`src/rtl/bcd_serial_alu.sv`:
```
// rtl/bcd_serial_alu.sv - digit-serial packed-BCD add/subtract unit
//
// Purpose: adds or subtracts two DIGITS-digit packed-BCD operands using one
// single-digit BCD slice, least-significant digit first, one digit per clock.
//
// Ports:
//   i_clk, i_rst         clock, synchronous active-high reset
//   i_start, o_ready     request handshake; operands accepted when ready
//   i_sub                0 = a+b, 1 = a-b (sampled with start)
//   i_a, i_b             packed BCD operands, digit 0 in bits [3:0]
//   o_busy               computation in progress
//   o_valid, i_ack       result handshake; result held until ack
//   o_result, o_cout     packed BCD result and final digit carry
//   o_err                an input digit was above 9 (result/cout forced 0)
module bcd_serial_alu #(
    parameter int DIGITS = 4,
    parameter int CW     = 3
) (
    input  logic                  i_clk,
    input  logic                  i_rst,
    input  logic                  i_start,
    input  logic                  i_sub,
    input  logic [4*DIGITS-1:0]   i_a,
    input  logic [4*DIGITS-1:0]   i_b,
    output logic                  o_ready,
    output logic                  o_busy,
    output logic                  o_valid,
    input  logic                  i_ack,
    output logic [4*DIGITS-1:0]   o_result,
    output logic                  o_cout,
    output logic                  o_err
);

    typedef enum logic [1:0] {
        S_IDLE,
        S_RUN,
        S_DONE
    } state_t;

    state_t                r_state;
    state_t                w_next;

    logic [4*DIGITS-1:0]   r_opa;
    logic [4*DIGITS-1:0]   r_opb;
    logic [4*DIGITS-1:0]   r_result;
    logic                  r_sub;
    logic                  r_carry;
    logic                  r_cout;
    logic                  r_err;
    logic [CW-1:0]         r_cnt;

    logic                  w_last;
    logic                  w_in_err;
    logic [3:0]            w_bdig;
    logic [4:0]            w_z;
    logic                  w_dcarry;
    logic [3:0]            w_digit;
    logic [4*DIGITS-1:0]   w_result_next;

    assign w_last = (r_cnt == CW'(DIGITS - 1));

    // Any operand digit outside 0..9 flags the whole operation as invalid.
    always_comb begin
        w_in_err = 1'b0;
        for (int i = 0; i < DIGITS; i++) begin
            if (i_a[4*i +: 4] > 4'd9 || i_b[4*i +: 4] > 4'd9) begin
                w_in_err = 1'b1;
            end
        end
    end

    // Single-digit slice: subtract adds the nine's complement of b, with the
    // initial carry preset to 1 so the chain forms the ten's complement.
    assign w_bdig   = r_sub ? (4'd9 - r_opb[3:0]) : r_opb[3:0];
    assign w_z      = {1'b0, r_opa[3:0]} + {1'b0, w_bdig} + {4'b0000, r_carry};
    assign w_dcarry = (w_z > 5'd9);
    assign w_digit  = w_dcarry ? (w_z[3:0] + 4'd6) : w_z[3:0];

    // New digit enters at the top so that after DIGITS shifts digit 0 sits
    // in bits [3:0].
    generate
        if (DIGITS == 1) begin : g_one_digit
            assign w_result_next = w_digit;
        end else begin : g_multi_digit
            assign w_result_next = {w_digit, r_result[4*DIGITS-1:4]};
        end
    endgenerate

    always_ff @(posedge i_clk) begin
        if (i_rst) begin
            r_state <= S_IDLE;
        end else begin
            r_state <= w_next;
        end
    end

    always_comb begin
        w_next  = r_state;
        o_ready = 1'b0;
        o_busy  = 1'b0;
        o_valid = 1'b0;
        case (r_state)
            S_IDLE: begin
                o_ready = 1'b1;
                if (i_start) begin
                    w_next = S_RUN;
                end
            end
            S_RUN: begin
                o_busy = 1'b1;
                if (w_last) begin
                    w_next = S_DONE;
                end
            end
            S_DONE: begin
                o_valid = 1'b1;
                if (i_ack) begin
                    w_next = S_IDLE;
                end
            end
            default: begin
                w_next = S_IDLE;
            end
        endcase
    end

    always_ff @(posedge i_clk) begin
        if (i_rst) begin
            r_opa    <= '0;
            r_opb    <= '0;
            r_result <= '0;
            r_sub    <= 1'b0;
            r_carry  <= 1'b0;
            r_cout   <= 1'b0;
            r_err    <= 1'b0;
            r_cnt    <= '0;
        end else begin
            case (r_state)
                S_IDLE: begin
                    if (i_start) begin
                        r_opa   <= i_a;
                        r_opb   <= i_b;
                        r_sub   <= i_sub;
                        r_carry <= i_sub;
                        r_cnt   <= '0;
                        r_err   <= w_in_err;
                    end
                end
                S_RUN: begin
                    r_result <= w_result_next;
                    r_opa    <= r_opa >> 4;
                    r_opb    <= r_opb >> 4;
                    r_carry  <= w_dcarry;
                    r_cnt    <= r_cnt + 1'b1;
                    if (w_last) begin
                        r_cout <= r_err ? 1'b0 : w_dcarry;
                        if (r_err) begin
                            r_result <= '0;
                        end
                    end
                end
                default: begin
                end
            endcase
        end
    end

    assign o_result = r_result;
    assign o_cout   = r_cout;
    assign o_err    = r_err;

endmodule

```
`config.mk`:
```
export PLATFORM = sky130hd
export DESIGN_NAME = bcd_serial_alu
export DESIGN_NICKNAME = d
export VERILOG_FILES = /design/src/rtl/bcd_serial_alu.sv
export SDC_FILE = /design/constraint.sdc
export NUM_CORES = 1
export LEC_CHECK = 0
export CAP_MARGIN = 20
export CORE_UTILIZATION = 42
export DETAILED_ROUTE_END_ITERATION = 10
export GPL_TIMING_DRIVEN = 1
export HOLD_SLACK_MARGIN = 0.1
export PLACE_DENSITY_LB_ADDON = 0.08
export SLEW_MARGIN = 40
export SYNTH_ARGS = -nofsm -noshare
export SYNTH_HDL_FRONTEND = slang
export SYNTH_SLANG_ARGS = --single-unit
```
`constraint.sdc`:
```
create_clock -name i_clk -period 2.97 [get_ports i_clk]
set_clock_uncertainty 0.1 [all_clocks]
set_input_delay 0.594 -clock i_clk [delete_from_list [all_inputs] [get_ports i_clk]]
set_output_delay 0.594 -clock i_clk [all_outputs]
set_load 0.01 [all_outputs]
```
# Yosys cells after proc, flatten, opt, wreduce, memory -nomap -nowiden

Index checks and enable logic that the tools add are counted.

Bits in registers: 57
Bits of input ports: 37
Output and inout bits: 21
Word-level logic and storage cells: 63

Add/sub/neg operators: 5
Magnitude comparators: 9
Equal/unequal tests: 6
Multiplexer cells: 24
Reduce and logical (&&, ||, !) cells: 10

Operators with widths:

| kind                                                          | count |
|---|---|
| two-way mux 16 bit                                            | 4 |
| one-hot mux 16 bit (2 select lines)                           | 2 |
| greater-than comparator 4 bit, second input constant          | 8 |
| two-way mux 1 bit                                             | 9 |
| two-way mux 4 bit                                             | 2 |
| two-way mux 2 bit                                             | 3 |
| != test 2 bit, second input constant                          | 3 |
| one-hot mux 2 bit (3 select lines)                            | 1 |
| one-hot mux 3 bit (2 select lines)                            | 1 |
| AND reduction 2 bit                                           | 3 |
| adder 4 x 4 -> 5 bit                                          | 1 |
| adder 5 x 1 -> 5 bit                                          | 1 |
| greater-than comparator 5 x 4 -> 1 bit, second input constant | 1 |
| adder 4 x 3 -> 4 bit, second input constant                   | 1 |
| logical OR 1 bit                                              | 4 |
| subtractor 4 bit, first input constant                        | 1 |
| adder 3 x 1 -> 3 bit, second input constant                   | 1 |
| == test 3 x 2 -> 1 bit, second input constant                 | 1 |
| two-way mux 3 bit                                             | 1 |
| AND reduction 3 bit                                           | 1 |
| == test 2 x 1 -> 1 bit, second input constant                 | 1 |
| == test 2 bit, second input constant                          | 1 |
| logical NOT 2 bit                                             | 1 |
| one-hot mux 1 bit (2 select lines)                            | 1 |
| nonzero test 2 bit                                            | 1 |

# Longest topological paths before layout

Gate-level depths: netlist (run 1).

Depth in word-level cells: 8
Gate-level depth with buffers: 11
Mapped depth without buffers: 11

# Worst setup path after synthesis (run 1)

Ideal clock, no wire load.

Path kind: reg2reg
From: register r_sub
To: register r_result[13] (netlist: o_result[13])
Setup time: 0.117 ns
Data arrival time: 2.380 ns
Required time: 2.753 ns
Slack: 0.372 ns
Cell stages (with the launch flop): 11
Buffers on the path: 0
Period minus slack after synthesis: 2.598 ns
Cell sequence: dfxtp_1 > xnor2_1 > fa_1 > inv_1 > fa_1 > inv_1 > ha_1 > nand2_1 > and4b_4 > or3_1 > a32o_1

Cells in the longest elaborated chain, start to end: 7
Elaborated cells between the ends (all ways): 8

Ends and longest elaborated chain:

| element                                                                               | line   | RTL |
|---|---|---|
| start, declared                                                                       | 46     | `logic r_sub;` |
| start signal, assigned                                                                | 143    | `r_sub <= i_sub;` |
| two-way mux 4 bit *                                                                   | 74     | `assign w_bdig = r_sub ? (4'd9 - r_opb[3:0]) : r_opb[3:0];` |
| adder 4 x 4 -> 5 bit *                                                                | 75     | `assign w_z = {1'b0, r_opa[3:0]} + {1'b0, w_bdig} + {4'b0000, r_carry};` |
| adder 5 x 1 -> 5 bit *                                                                | 75     |  |
| adder 4 x 3 -> 4 bit / greater-than comparator 5 x 4 -> 1 bit (equally long branches) | 77, 76 |  |
| two-way mux 4 bit *                                                                   | 77     | `assign w_digit = w_dcarry ? (w_z[3:0] + 4'd6) : w_z[3:0];` |
| two-way mux 16 bit                                                                    | 157    | `if (r_err) begin` |
| two-way mux 16 bit *                                                                  | 155    | `if (w_last) begin` |
| end signal, assigned                                                                  | 150    | `r_result <= w_result_next;` |
| end, declared                                                                         | 45     | `logic [4*DIGITS-1:0] r_result;` |

Every way passes the cells marked *; elsewhere a longest branch is shown, timed or not.
A chain may end at the register's enable or synchronous reset.

# Final worst setup path (run 1)

Same ends and word-level chain as after synthesis.

==> flow_summary.ini, run 1 <==
[drt]
initialDrtViolationCount = 104
drt_wl_total_um = 6140
vias = 2419
post_drt_wl_per_cell_um = 13.5
drc_errors = 0
via_per_inst = 5.33
ant_nets = 0
drt-pass1-iter-count = 4

[setup_path]
cp_max_fo = 6
end_kind = flip-flop
cp_num_buf_inv = 1
cp.required_ns = 3.10
slowest_stage = fa_1
crit_path_start_kind = flip-flop
criticalPathCategory = reg -> reg
crit_family = adder cells
worstPathCellList = xnor2_1 > fa_1 > inv_1 > fa_1 > xnor2_2 > ha_1 > nand2_1 > and4b_4 > or3_1 > a32o_1
critPathMaxStageDelay_ns = 0.43
worstPathArrival_ns = 2.93
crit_top_cell = fa_1

[job]
drv_cap = 0

[timing]
final_max_slew_viol_count = 0
setup_tns_ns = 0
slew_headroom_pct = 51.5
setup_viol = 0
rsz0062_at_grt = no
max_slew.worst_pin.slew_ns = 0.728
finalCriticalPeriod_ns = 2.80
period_share_pct = 94.4
finalHoldViolCount = 0
fmax_mhz = 357

[finish]
layout-drive-gt1-share_pct = 7.12
num_antenna_cells = 0
nets = 420
syn_to_final_growth_pct = 31.6
fillCellCount = 553
fin_util_pct = 57.1

[placement]
port_buffers = 57
hpwlAfterDp_um = 4100
gp_congestion = 0.742

[clocking]
cts.clk_slew.worst_paths_ns = 0.06
cts.sinks = 57
cts_tree = yes
post_cts_buffers = 0
cts_buffers = 9
cts_hold_buffers = 0
clk_path_buf_depth = 2
clockRootBuffer = clkbuf_8
post_cts_resized = 0
htree_levels = 3
clk_latency_ns = 0.34

[synthesis]
ys_seq_area_share_pct = 44.6
ys_warn_count = 0
synth_nets = 369
synth_area_sq_mm = 0.00256
ys_async_sr_fraction_pct = 0
synth_top_area_share_pct = 44.6
synth_top_cell_by_area = dfxtp_1
synthCells = 323
synth-seq-cells = 57
synth_edf_count = 0
synth_cell_types = 33
synth_top_flop_cell = dfxtp_1
synth_area_leaders = dfxtp_1, nand2_1, a311oi_1
avgSynthCellArea_sq_um = 7.91

[global_route]
use_met2_pct = 36.9
gr-total-overflow = 0
antenna_found_initial = 0
grt_pass1_wl_um = 10100
grt-busiest-layer = met2
grt_pass1_vias = 2255
met1_usage_pct = 22.6
grt_use_met3_pct = 6.06
grt_max_degree = 76
grt_use_total_pct = 20.9

[floorplanning]
die_x_um = 80.0
dieArea_sq_mm = 0.00640
row_count = 28
coreArea_sq_mm = 0.00589
start_util_pct = 43.4
die_h_um = 80.0
pin_count = 58

[pwr]
ir_worst_vdd_uv = 291
seq_power_share_pct = 43.7
p_leak_nw = 1.28
p_clk_share_pct = 35.6
p_comb_share_pct = 20.6
p_switching_mw = 0.557
power_density_mw_per_mm2 = 590
intPower_mw = 1.43
switching_share_pct = 28.1
totalPowerFinal_mw = 1.98

[status]
status = complete, no violations

[hold_path]
hold_path.class = reg -> reg
## layout by cell type, fill, tap and decap left out, types with 2 or more instances in the layout
master,Yosys,layout
nor3_1,4,4
o21ai_0,11,11
clkbuf_8,0,10
nand4_1,2,2
dfxtp_1,57,57
nand2_1,72,72
buf_4,0,5
fa_1,2,2
nand3b_1,2,2
nand3_1,10,10
xnor2_1,2,2
inv_1,7,7
clkinv_2,0,4
a22oi_1,12,12
clkdlybuf4s50_1,0,56
a31oi_1,2,2
o21ai_1,2,2
ha_1,7,7
nor2_1,52,52
a21oi_1,18,18
nand2b_1,3,2
a311oi_1,24,24
## metal layers
metal / up-vias / routed length, um / part of all wire [%]
met5: - / 0 / 0
met4: 0 / 138 / 2.2
met3: 13 / 286 / 4.7
met2: 67 / 3060 / 50
met1: 1112 / 2650 / 43
li1: 1227 / - / -
## cells in the mapped netlist, types with 2 or more instances
master    count
o21ai_1       2
nand3b_1      2
buf_2         4
nor2_1       52
a21oi_1      18
nor3_1        4
o21ai_0      11
a22oi_1      12
a31oi_1       2
nand4_1       2
buf_1         3
nand3_1      10
ha_1          7
a311oi_1     24
xnor2_1       2
inv_1         7
nand2_1      72
fa_1          2
clkbuf_1     15
nand2b_1      3
dfxtp_1      57
## worst register-to-register path, cell delays in order (launching register included)
cell and delay (ns):
dfxtp_1 0.40, xnor2_1 0.17, fa_1 0.24, inv_1 0.06
fa_1 0.43, xnor2_2 0.23, ha_1 0.21, nand2_1 0.06
and4b_4 0.22, or3_1 0.34, a32o_1 0.25
## final timing paths
path                       startpoint                        end  slack, ns  cells after the start
hold reg to reg   o_cout$_SDFFE_PP0P_        o_cout$_SDFFE_PP0P_       0.37                      2
setup reg to reg   r_sub$_SDFFE_PP0P_  o_result[13]$_SDFFE_PP0P_       0.17                     10
setup / recovery   r_sub$_SDFFE_PP0P_  o_result[13]$_SDFFE_PP0P_       0.17                     10
hold / removal    o_cout$_SDFFE_PP0P_        o_cout$_SDFFE_PP0P_       0.37                      2
## power groups by stage
| stage | logic [mW] | clock network, mW | registers (mW) |
|---|---|---|---|
| finish | 0.409 | 0.707 | 0.867 |
| global route | 0.454 | 0.756 | 0.874 |
| CTS | 0.410 | 0.722 | 0.867 |
| detailed placement | 0.407 | 0 | 0.884 |
| global placement | 0.402 | 0 | 0.881 |
| floorplan | 0.255 | 0 | 0.881 |
## cell type report
| type | count | area, sq um | share of cell area (%) |
|---|---|---|---|
| repair buffers | 62 | 603 | 17.9 |
| inverters | 8 | 30.0 | 0.893 |
| flip-flops and latches | 57 | 1140 | 33.9 |
| well taps | 75 | 93.8 | 2.79 |
| clock buffers | 10 | 138 | 4.09 |
| multi-input cells | 236 | 1300 | 38.7 |
| clock inverters | 6 | 57.6 | 1.71 |
## through the flow
stage                     area, sq um  hold slack (ns)  worst slack [ns]  std cells
after floorplan                  2560            0.348             0.372        323
after global placement           3170            0.356             0.282        438
after detailed placement         3170            0.360             0.179        438
after CTS                        3360            0.370             0.171        454
after global routing             3360            0.385           0.00459        454
final                            3360            0.367             0.167        454
## kinds of logic (layout without fill, tap and decap cells)
logic type               Yosys count  count (layout)  share of synthesized area [%]
AO/OA/AOI/OAI                     74              74                           20.0
XOR/XNOR                           3               3                           1.32
adder cells (fa/ha/maj)            9               9                           4.99
buffers and inverters             30              86                           4.60
flip-flops                        57              57                           44.6
multiplexers                       1               1                          0.392
AND/OR/NAND/NOR                  149             149                           24.0
## registers in the layout (all words and copies together), names as in the netlist
| register | cells |
|---|---|
| o_cout | 1 |
| o_err | 1 |
| o_result | 16 |
| r_carry | 1 |
| r_cnt | 3 |
| r_opa | 16 |
| r_opb | 16 |
| r_state | 2 |
| r_sub | 1 |
Note: power is estimated with default switching activity, not from simulation.
==> inputs of run 2 (changes only) <==
Settings changed: HOLD_SLACK_MARGIN 0.1 to not set.
Clock period 2.97 ns to 2.2 ns, I/O delays scaled along.
==> run 2 against run 1 <==
  * The run now ends with negative setup slack left
  * Register-to-register slack worse by 0.49 ns
  * Flip-flop and latch count unchanged
  * Die area unchanged
  * Fmax up 11%
  * Clock power up 57%
  * First-iteration DRC count down 9.6%
  * Wire length down 0.26%
  * Combinational power up 68%
  * Worst hold slack worse by 0.00057 ns
  * Non-clock buffer count up 10
  * Final area up 6.4%
  * Critical endpoint unchanged
  * Largest cell class unchanged
==> flow_summary.ini, run 2 (same netlist as run 1, synthesis figures left out) <==
[timing]
hold_ws_ns = 0.367
final_max_slew_viol_count = 0
setup_viol = 5
max_slew.worst_pin.slew_ns = 0.621
slew_headroom_pct = 58.6
finalCriticalPeriod_ns = 2.53
layout_setup_ws_ns = -0.325
rsz0062_at_grt = yes
fmax_mhz = 396
period_share_pct = 115
finalHoldViolCount = 0

[pwr]
totalPowerFinal_mw = 2.97
power_density_mw_per_mm2 = 829
p_leak_nw = 1.36
ir_worst_vdd_uv = 590

[clocking]
cts_hold_buffers = 0
htree_levels = 3
cts_buffers = 9
clk_latency_ns = 0.33
cts.sinks = 57
clk_path_buf_depth = 2
cts_tree = yes
clockRootBuffer = clkbuf_8
cts.clk_slew.worst_paths_ns = 0.07

[setup_path]
worstPathArrival_ns = 2.65
end_kind = flip-flop
cp_max_fo = 4
cp.required_ns = 2.33
crit_path_start_kind = flip-flop
criticalPathCategory = reg -> reg

[drt]
drt-pass1-iter-count = 4
drt_wl_total_um = 6120
initialDrtViolationCount = 94
vias = 2434
ant_nets = 0
via_per_inst = 5.25
drc_errors = 0
post_drt_wl_per_cell_um = 13.2

[finish]
nets = 430
num_antenna_cells = 0
layout-drive-gt1-share_pct = 13.6
final_common_cell = nand2_1
final_cell_mix = nand2_1, clkdlybuf4s50_1, dfxtp_1
syn_to_final_growth_pct = 40.0

[global_route]
grt_pass1_wl_um = 10400
grt_max_degree = 67
gr-total-overflow = 0
grt_use_total_pct = 21.5
antenna_found_initial = 0
grt_pass1_vias = 2208

[placement]
hpwlAfterDp_um = 4280
port_buffers = 57
dp_slack_ns = -0.415
gp_congestion = 0.790

[floorplanning]
pin_count = 58
coreArea_sq_mm = 0.00589
row_count = 28
start_util_pct = 43.4
die_x_um = 80.0
dieArea_sq_mm = 0.00640
die_h_um = 80.0

[job]
drv_cap = 0

[status]
failed_checks = negative setup slack
status = finished, violations left

[hold_path]
hold_path.class = reg -> reg
run 2: critical path, stage by stage, from the launching register on:
cell	delay [ns]
dfxtp_2	0.33
xnor2_2	0.14
fa_2	0.35
inv_2	0.07
fa_2	0.46
inv_2	0.09
ha_4	0.13
nand2_1	0.04
and4b_4	0.17
or3_1	0.31
a32o_1	0.22
run 2: layout make-up:
type                            count  area [sq um]
Tap cell                           75          93.8
Multi-Input combinational cell    236          1370
Sequential cell                    57          1140
Timing Repair Buffer               72           711
Fill cell                         537          2310
Clock inverter                      5          77.6
Inverter                            8          32.5
Clock buffer                       11           151
run 2: layer usage:
metal / GRT usage [%] / part of all wire [%]
met3: 6.29 / 3.7
met2: 32.3 / 48
met1: 28.9 / 47
met4: 8.39 / 1.3
met5: 0 / 0
run 2: timing repair:
item                       4_1_cts  5_1_grt
pin swaps                        8        2
resized for setup                7        6
setup endpoints to repair        6        6
gates cloned                     0        0
setup buffers                    2        2
run 2: per-stage QoR:
stage,instances,area [sq um],setup TNS (ns),utilization (%)
6_report,464,3580,-1.12,60.8
5_1_grt,464,3580,-1.52,60.8
4_1_cts,463,3550,-1.07,60.3
3_5_place_dp,445,3270,-1.30,55.6
3_3_place_gp,445,3270,-0.930,55.6
2_1_floorplan,323,2580,-0.357,-
run 2: where the power goes:
part,switching [mW],leakage (nW),internal [mW]
combinational,0.328,0.774,0.359
clock,0.415,0.115,0.695
sequential,0.0551,0.469,1.12
run 2: worst paths after layout:
check	from	to	slack, ns	cells past startpoint
worst max-delay path	r_opb[0]$_SDFFE_PP0P_	o_result[13]$_SDFFE_PP0P_	-0.33	10
worst min-delay path	r_opb[13]$_SDFFE_PP0P_	r_opb[13]$_SDFFE_PP0P_	0.37	2
worst min register to register	r_opb[13]$_SDFFE_PP0P_	r_opb[13]$_SDFFE_PP0P_	0.37	2
worst max register to register	r_opb[0]$_SDFFE_PP0P_	o_result[13]$_SDFFE_PP0P_	-0.33	10
==> inputs of run 3 (changes only) <==
Settings changed: SLEW_MARGIN 40 to 15.
==> run 3 against run 2 <==
  * The run still ends with negative setup slack left
  * Wire length grew 0.16%
  * Utilization shrank 0.064 points
  * Largest power group unchanged
  * Clock power hardly changed
  * Global-route usage unchanged
  * Flip-flop and latch count did not move
  * Final area is 0.10% lower
  * Sequential power about the same
  * Combinational power about the same
  * Critical path depth unchanged
  * Worst hold slack better by 0.00068 ns
  * Critical endpoint unchanged
==> flow_summary.ini, run 3 (same netlist as run 1, synthesis figures left out) <==
[timing]
final_max_slew_viol_count = 0
layout_setup_ws_ns = -0.326
period_share_pct = 115
rsz0062_at_grt = yes
max_slew.worst_pin.slew_ns = 0.917
setup_viol = 5
hold_ws_ns = 0.367
slew_headroom_pct = 38.8
finalCriticalPeriod_ns = 2.53
fmax_mhz = 396
finalHoldViolCount = 0

[floorplanning]
die_x_um = 80.0
coreArea_sq_mm = 0.00589
row_count = 28
pin_count = 58
die_h_um = 80.0
dieArea_sq_mm = 0.00640
start_util_pct = 43.4

[pwr]
p_leak_nw = 1.36
intPower_mw = 2.17
seq_power_share_pct = 39.5
power_density_mw_per_mm2 = 830
switching_share_pct = 26.9
p_comb_share_pct = 23.1
ir_worst_vdd_uv = 589
p_switching_mw = 0.797
p_clk_share_pct = 37.4

[finish]
num_antenna_cells = 0
final_common_cell = nand2_1
layout-drive-gt1-share_pct = 13.4
fillCellCount = 538
nets = 430
final_cell_mix = nand2_1, clkdlybuf4s50_1, dfxtp_1
syn_to_final_growth_pct = 39.8

[setup_path]
end_kind = flip-flop
slowest_stage = fa_2
path_depth = 10
cp.required_ns = 2.33
criticalPathCategory = reg -> reg
worstPathArrival_ns = 2.65
crit_path_start_kind = flip-flop
cp_num_buf_inv = 2
ff2ff_path_depth = 10
critPathMaxStageDelay_ns = 0.46
r2r_slack_ns = -0.33
cp_max_fo = 4
crit_family = adder cells
r2r-start = r_opb[0]$_SDFFE_PP0P_
worstPathCellList = xnor2_2 > fa_2 > inv_2 > fa_2 > inv_2 > ha_4 > nand2_1 > and4b_4 > or3_1 > a32o_1
rr_endpoint = o_result[13]$_SDFFE_PP0P_

[placement]
hpwlAfterDp_um = 4280
dp_slack_ns = -0.415
gp_congestion = 0.790
port_buffers = 57

[clocking]
cts_buffers = 9
cts_tree = yes
clk_path_buf_depth = 2
htree_levels = 3
clockRootBuffer = clkbuf_8
cts.clk_slew.worst_paths_ns = 0.07
clk_latency_ns = 0.33
cts.sinks = 57

[global_route]
grt_use_total_pct = 21.5
grt_max_degree = 67
gr-total-overflow = 0
grt_pass1_wl_um = 10400
antenna_found_initial = 0
grt_pass1_vias = 2208

[drt]
drt-pass1-iter-count = 4
drc_errors = 0
initialDrtViolationCount = 89
post_drt_wl_per_cell_um = 13.2
via_per_inst = 5.21
ant_nets = 0
drt_wl_total_um = 6130
vias = 2419

[status]
failed_checks = negative setup slack
status = finished, violations left

[hold_path]
hold_path.class = reg -> reg
hold_depth = 2
worstHoldStart = r_opb[13]$_SDFFE_PP0P_
hold_end = r_opb[13]$_SDFFE_PP0P_

[job]
drv_cap = 0
run 3: cell counts in the layout (fill, tap and decap cells not counted):
No cell type changed its count.
run 3: routing by layer:
| metal | track usage, % | vias to the layer above | part of all wire (%) |
|---|---|---|---|
| li1 | - | 1242 | - |
| met3 | 6.29 | 7 | 4.4 |
| met1 | 28.9 | 1118 | 47 |
| met4 | 8.39 | 0 | 1.3 |
| met5 | 0 | - | 0 |
| met2 | 32.3 | 52 | 47 |
run 3: cell type report:
type / instances / area, sq um / share of cell area [%]
Clock buffer: 11 / 151 / 4.24
Clock inverter: 5 / 77.6 / 2.17
Tap cell: 75 / 93.8 / 2.63
Timing Repair Buffer: 72 / 711 / 19.9
Multi-Input combinational cell: 236 / 1360 / 38.2
Sequential cell: 57 / 1140 / 32.0
Inverter: 8 / 32.5 / 0.910
run 3: power groups by stage:
stage                     clock network (mW)  logic, mW  registers, mW
after global routing                    1.19      0.759           1.18
after global placement                     0      0.608           1.19
after detailed placement                   0      0.619           1.19
after CTS                               1.13      0.665           1.17
after floorplan                            0      0.364           1.19
final                                   1.11      0.686           1.17
run 3: worst min-delay path: stages (launching register included):
cell     delay (ns)
dfxtp_1        0.31
nand3_1        0.06
a21oi_1        0.06
run 3: what timing repair did:
| item | CTS | global route |
|---|---|---|
| pin swaps | 8 | 2 |
| resized for setup | 7 | 6 |
| buffers inserted | 2 | 2 |
| hold buffers | 0 | 0 |
| setup endpoints to repair | 6 | 6 |
run 3: how the worst max path moves through the flow:
| stage | startpoint | endpoint | slack [ns] |
|---|---|---|---|
| after floorplan | r_sub$_SDFFE_PP0P_ | o_result[13]$_SDFFE_PP0P_ | -0.32 |
| after global placement | r_opb[0]$_SDFFE_PP0P_ | o_result[13]$_SDFFE_PP0P_ | -0.33 |
| after detailed placement | r_opb[0]$_SDFFE_PP0P_ | o_result[13]$_SDFFE_PP0P_ | -0.41 |
| after CTS | r_opb[0]$_SDFFE_PP0P_ | o_result[13]$_SDFFE_PP0P_ | -0.33 |
| after global routing | r_opb[0]$_SDFFE_PP0P_ | o_result[13]$_SDFFE_PP0P_ | -0.39 |
| final | r_opb[0]$_SDFFE_PP0P_ | o_result[13]$_SDFFE_PP0P_ | -0.33 |
run 3: through the flow:
step	instance area [sq um]	setup TNS, ns	power (mW)	cells	utilization [%]
2_1_floorplan	2580	-0.357	1.56	323	-
3_3_place_gp	3270	-0.930	1.80	445	55.6
3_5_place_dp	3270	-1.30	1.81	445	55.6
4_1_cts	3550	-1.07	2.97	463	60.3
5_1_grt	3570	-1.52	3.13	464	60.7
6_report	3570	-1.12	2.97	464	60.7
